--- src/rtl/rvfpm_issue_ctrl.sv ---
// Issue/retire controller for the rvfpm FPU: busy scoreboard, id pipeline and write-port arbitration.
// Optional macro RVFPM_FORWARD_EN lets a register cleared this cycle pass the hazard check.
module rvfpm_issue_ctrl #(
  parameter int X_ID_WIDTH      = 4,
  parameter int NUM_REGS        = 32,
  parameter int PIPELINE_STAGES = 4,
  localparam int RW = $clog2(NUM_REGS)
) (
  input  logic                                  ck,
  input  logic                                  rst,
  input  logic                                  issue_valid,
  output logic                                  issue_ready,
  input  logic [X_ID_WIDTH-1:0]                 issue_id,
  input  logic                                  issue_is_load,
  input  logic [2:0]                            issue_rs_used,
  input  logic [RW-1:0]                         issue_rs1,
  input  logic [RW-1:0]                         issue_rs2,
  input  logic [RW-1:0]                         issue_rs3,
  input  logic                                  issue_wr_freg,
  input  logic [RW-1:0]                         issue_rd,
  output logic                                  pipe_en,
  output logic [PIPELINE_STAGES-1:0]            pipe_valid,
  output logic [PIPELINE_STAGES*X_ID_WIDTH-1:0] pipe_ids,
  output logic                                  result_valid,
  input  logic                                  result_ready,
  output logic [X_ID_WIDTH-1:0]                 result_id,
  input  logic                                  ld_valid,
  input  logic [RW-1:0]                         ld_rd,
  output logic                                  ld_ready,
  output logic                                  rf_we,
  output logic [RW-1:0]                         rf_waddr,
  output logic                                  rf_wsel
);
  localparam int TAIL = PIPELINE_STAGES - 1;

  logic [PIPELINE_STAGES-1:0] stage_vld;
  logic [PIPELINE_STAGES-1:0] stage_wr;
  logic [X_ID_WIDTH-1:0]      stage_id [PIPELINE_STAGES];
  logic [RW-1:0]              stage_rd [PIPELINE_STAGES];

  logic [NUM_REGS-1:0] busy;
  logic [NUM_REGS-1:0] busy_clr;
  logic [NUM_REGS-1:0] busy_set;
  logic [NUM_REGS-1:0] busy_chk;
  logic                rr;

  logic tail_valid;
  logic tail_wr;
  logic pipe_req;
  logic ld_req;
  logic pipe_grant;
  logic ld_grant;
  logic retire;
  logic pipe_wr;
  logic hazard;
  logic stage0_free;
  logic issue_fire;
  logic issue_arith;

  assign tail_valid = stage_vld[TAIL];
  assign tail_wr    = stage_wr[TAIL];

  // Write-port arbitration: rr=0 favours the pipe, rr=1 favours the load.
  assign pipe_req   = tail_valid && tail_wr;
  assign ld_req     = ld_valid && !rst;
  assign pipe_grant = pipe_req && (!ld_req || !rr);
  assign ld_grant   = ld_req && (!pipe_req || rr);

  assign result_valid = tail_valid && (!tail_wr || pipe_grant);
  assign retire       = result_valid && result_ready;
  assign pipe_wr      = pipe_grant && retire;

  assign rf_we     = pipe_wr || ld_grant;
  assign ld_ready  = ld_grant;
  assign rf_wsel   = ld_grant;
  assign rf_waddr  = ld_grant ? ld_rd : (pipe_wr ? stage_rd[TAIL] : '0);
  assign result_id = tail_valid ? stage_id[TAIL] : '0;
  assign pipe_en   = !rst && (!tail_valid || retire);

  always_comb begin
    busy_clr = '0;
    if (pipe_wr)  busy_clr[stage_rd[TAIL]] = 1'b1;
    if (ld_grant) busy_clr[ld_rd]          = 1'b1;
  end

`ifdef RVFPM_FORWARD_EN
  assign busy_chk = busy & ~busy_clr;
`else
  assign busy_chk = busy;
`endif

  assign hazard = (issue_rs_used[0] && busy_chk[issue_rs1]) ||
                  (issue_rs_used[1] && busy_chk[issue_rs2]) ||
                  (issue_rs_used[2] && busy_chk[issue_rs3]) ||
                  ((issue_is_load || issue_wr_freg) && busy_chk[issue_rd]);

  assign stage0_free = pipe_en || !stage_vld[0];
  assign issue_ready = !rst && !hazard && (issue_is_load || stage0_free);
  assign issue_fire  = issue_valid && issue_ready;
  assign issue_arith = issue_fire && !issue_is_load;

  always_comb begin
    busy_set = '0;
    if (issue_fire && (issue_is_load || issue_wr_freg)) busy_set[issue_rd] = 1'b1;
  end

  // Control state: valids, scoreboard (set wins over clear), rr pointer.
  always_ff @(posedge ck or posedge rst) begin
    if (rst) begin
      stage_vld <= '0;
      busy      <= '0;
      rr        <= 1'b0;
    end else begin
      busy <= (busy & ~busy_clr) | busy_set;
      if (pipe_req && ld_req && rf_we) rr <= ~rr;
      if (pipe_en) begin
        for (int i = TAIL; i > 0; i--) stage_vld[i] <= stage_vld[i-1];
        stage_vld[0] <= issue_arith;
      end else if (issue_arith) begin
        stage_vld[0] <= 1'b1;
      end
    end
  end

  // Stage payload; only meaningful where the matching valid is set.
  always_ff @(posedge ck) begin
    if (pipe_en) begin
      for (int i = TAIL; i > 0; i--) begin
        stage_id[i] <= stage_id[i-1];
        stage_rd[i] <= stage_rd[i-1];
        stage_wr[i] <= stage_wr[i-1];
      end
    end
    if (stage0_free) begin
      stage_id[0] <= issue_id;
      stage_rd[0] <= issue_rd;
      stage_wr[0] <= issue_wr_freg;
    end
  end

  assign pipe_valid = stage_vld;

  for (genvar g = 0; g < PIPELINE_STAGES; g++) begin : g_ids
    assign pipe_ids[g*X_ID_WIDTH +: X_ID_WIDTH] = stage_id[g];
  end
endmodule

--- config.mk ---
export PLATFORM = sky130hd
export DESIGN_NAME = rvfpm_issue_ctrl
export DESIGN_NICKNAME = d
export VERILOG_FILES = /design/src/rtl/rvfpm_issue_ctrl.sv
export SDC_FILE = /design/constraint.sdc
export NUM_CORES = 1
export LEC_CHECK = 0
export BUFFER_PORTS_ARGS = -buffer_cell sky130_fd_sc_hd__buf_2
export CAP_MARGIN = 20
export CORE_ASPECT_RATIO = 0.7
export CORE_MARGIN = 5
export CORE_UTILIZATION = 52
export DETAILED_ROUTE_END_ITERATION = 10
export PLACE_DENSITY_LB_ADDON = 0.12
export SLEW_MARGIN = 0
export SYNTH_ARGS = -nofsm -noshare
export SYNTH_HDL_FRONTEND = slang
export SYNTH_SLANG_ARGS = --single-unit
--- constraint.sdc ---
create_clock -name ck -period 3.4 [get_ports ck]
set_input_delay 0.68 -clock ck [delete_from_list [all_inputs] [get_ports ck]]
set_output_delay 0.68 -clock ck [all_outputs]
set_load 0.05 [all_outputs]
==> impl_metrics.yaml <==
outcome:
  outcome: "finished clean"
power:
  vdd_drop_max_mv: 0.332
  switchingPower_mw: 1.00
  pwr-share-clk_pct: 34.2
  cellPowerDensity_nw_per_um2: 511
  p_leak_nw: 2.24
  swShare_pct: 34.5
  p_int_mw: 1.90
  p_comb_share_pct: 22.9
  seqPwrFrac_pct: 42.9
clocking:
  cts_setup_buffers: 0
  numCtsBuffers: 9
  clock_sinks: 77
  cts_root_buffer: "clkbuf_16"
  insertion_delay_ps: 350
  cts_tree: "done"
  cts.reportedPaths.clkPinSlew_ps: 60
  h-tree-depth: 3
  cts_buffer_depth: 2
min_path:
  hold_class: "reg -> reg"
  hp-start: "stage_rd[0][2]$_DFFE_PP_"
  min_to: "stage_rd[1][2]$_DFFE_PP_"
  hold_depth: 0
drt:
  drtIter0Drc: 556
  drc: 0
  drt.antenna.violating_nets: 0
  totalWireLength_mm: 15.3
  vias_per_cell: 6.84
  vias: 4239
  routedWlPerCell_um: 24.7
  first_pass_iters: 5
yosys:
  synth_area_um2: 4920
  synth-simple-area-share_pct: 17.1
  ys_ff_latch: 77
  yosys_warnings: 0
  synthArstFlopShare_pct: 48.1
  synth_top_family_by_area: "multiplexers"
  synth.top_cell.area_share_pct: 24.4
  ys.flop_type: "edfxtp_1"
  synth_area_leaders: "edfxtp_1 (24%), dfrtp_1 (19%), mux4_2 (7.8%)"
  syn-num-nets: 465
  synthAdderAreaFrac_pct: 0
  synth_compound_area_share_pct: 17.2
  yosysTopAreaCell: "edfxtp_1"
  yosysUniqueCellTypes: 51
  syn_inst: 426
  synthMuxAreaShare_pct: 18.1
  synth.avg_cell_area_um2: 11.5
  synth_edf_count: 40
  yosysSeqAreaShare_pct: 43.3
  synthXorXnorAreaFrac_pct: 0
final_layout:
  multiInputGateArea_um2: 2600
  synthToLayoutAreaGrowth_pct: 15.6
  fin_util_pct: 62.2
  fin_nets: 530
  n_antenna_cell: 0
  final_common_cell: "buf_2"
  register_area_um2: 2130
  fill_cells: 747
  drive_gt1_share_pct: 32.5
  final_cell_mix: "buf_2 (70), edfxtp_1 (40), dfrtp_1 (37)"
setup_path:
  end_kind: "output port"
  critical_path.max_fanout: 5
  rrSetupSlack_ps: 840
  cp-start-kind: "primary input"
  required_ps: 2720
  crit_type: "in -> out"
  r2r-start: "busy[30]$_DFF_PP0_"
  r2r_end: "busy[25]$_DFF_PP0_"
  arrival_ps: 2610
  r2r_cells: 8
die:
  die_area_um2: 11500
  die_x_um: 126
  initial_core_util_pct: 53.8
  die_h_um: 91.4
  coreArea_um2: 9140
  fp-row-count: 29
  num_io_pins: 74
placed_design:
  gp_congestion: 1.04
  dpl_worst_slack_ps: 44.9
  port-buffer-count: 73
  dp_hpwl_mm: 11.0
timing:
  final.setup_skew_ps: 7.02
  period_share_pct: 96.9
  worstMarginPinSlew_ps: 1030
  min_period_ps: 3290
  fmax_ghz: 0.304
  setup_viol: 0
  hold_viol: 0
  worst_slack_ps: 105
  slew_headroom_pct: 30.9
  maxSlewViolCount: 0
  rsz0062_at_grt: "no"
global_routing:
  grt_pass1_wl_mm: 23.5
  grt_usage_pct: 26.6
  grt-ovfl-total: 0
  first_global_vias: 4034
  grt_max_degree: 38
  antenna_found_initial: 2
job:
  maxCapViolCount: 0
[worst max path at each step]
stage                 start           to  slack [ps]
6_report       issue_rs1[1]  issue_ready         110
5_1_grt        issue_rs3[0]  issue_ready          50
2_1_floorplan   issue_rd[1]  issue_ready        -170
4_1_cts         issue_rd[1]  issue_ready          40
3_5_place_dp    issue_rd[1]  issue_ready          40
3_3_place_gp    issue_rd[1]  issue_ready          50
[registers in the layout, indices dropped and copies added (netlist names)]
| register | cells |
|---|---|
| stage_id | 16 |
| stage_wr | 4 |
| stage_rd | 20 |
| pipe_valid | 4 |
| busy | 32 |
| rr | 1 |
[power groups by stage]
stage	Clock [mW]	Sequential [mW]	Combinational, mW
5_1_grt	1.04	1.26	0.704
3_5_place_dp	0	1.26	0.657
2_1_floorplan	0	1.28	0.413
3_3_place_gp	0	1.25	0.647
6_report	0.992	1.25	0.665
4_1_cts	1.00	1.24	0.659
[cell usage after synthesis, types with 4 or more instances]
master,instances
nand3_1,34
o31ai_1,4
and2_1,7
mux2i_1,25
a22o_1,4
nor3_1,7
nor2_1,24
a22oi_1,14
o211ai_1,5
o21ai_0,11
edfxtp_1,40
or3b_2,4
mux4_1,8
mux4_2,17
or3_1,7
inv_1,10
nand3b_1,5
o221ai_1,12
nand2_1,36
nand2b_1,5
nand4_1,4
nor2b_1,7
clkbuf_1,10
o21ai_1,5
buf_6,6
nand4b_1,6
dfrtp_1,37
mux2_2,4
buf_2,9
o31ai_2,22
or2_2,4
o22ai_1,4
[final cells by class]
class	instances	area share, %
sequential	77	37.4
clock buffer	9	3.96
timing repair buffer	84	8.01
multi-input combinational	309	45.8
clock inverter	7	1.41
inverter	10	0.726
tap	124	2.73
[kinds of logic (layout without fill, tap and decap cells)]
kind of cell	count (synthesis)	in the layout
mux	54	54
compound gates	96	96
simple gates	159	159
buf+inv	40	110
flops	77	77
[worst max-delay path: stages]
cell      delay [ps]
buf_2            170
mux4_1           560
mux4_2           490
o21ai_2          180
o21ai_4           90
nor3_2           170
clkbuf_4         270
[timing repair]
action	CTS	global route
gates resized for setup	0	3
hold buffers	0	0
endpoints found under the setup margin	0	1
[metal layers]
metal,part of all wire (%),vias up,global-route usage [%]
met4,3.0,4,8.93
met1,42,2042,38.9
met2,40,331,35.3
li1,-,1816,-
met5,0.20,-,0
met3,15,46,11.5
[metrics by stage]
step | power (mW) | hold WS (ps) | TNS [ps] | cell area (um2) | std cells
after floorplan | 1.70 | 400 | -168 | 4930 | 426
after global placement | 1.90 | 401 | 0 | 5370 | 604
after detailed placement | 1.91 | 405 | 0 | 5370 | 604
after CTS | 2.90 | 419 | 0 | 5680 | 620
after global routing | 3.00 | 426 | 0 | 5690 | 620
final | 2.90 | 418 | 0 | 5690 | 620
No activity file was read; power rests on OpenSTA's default activity.
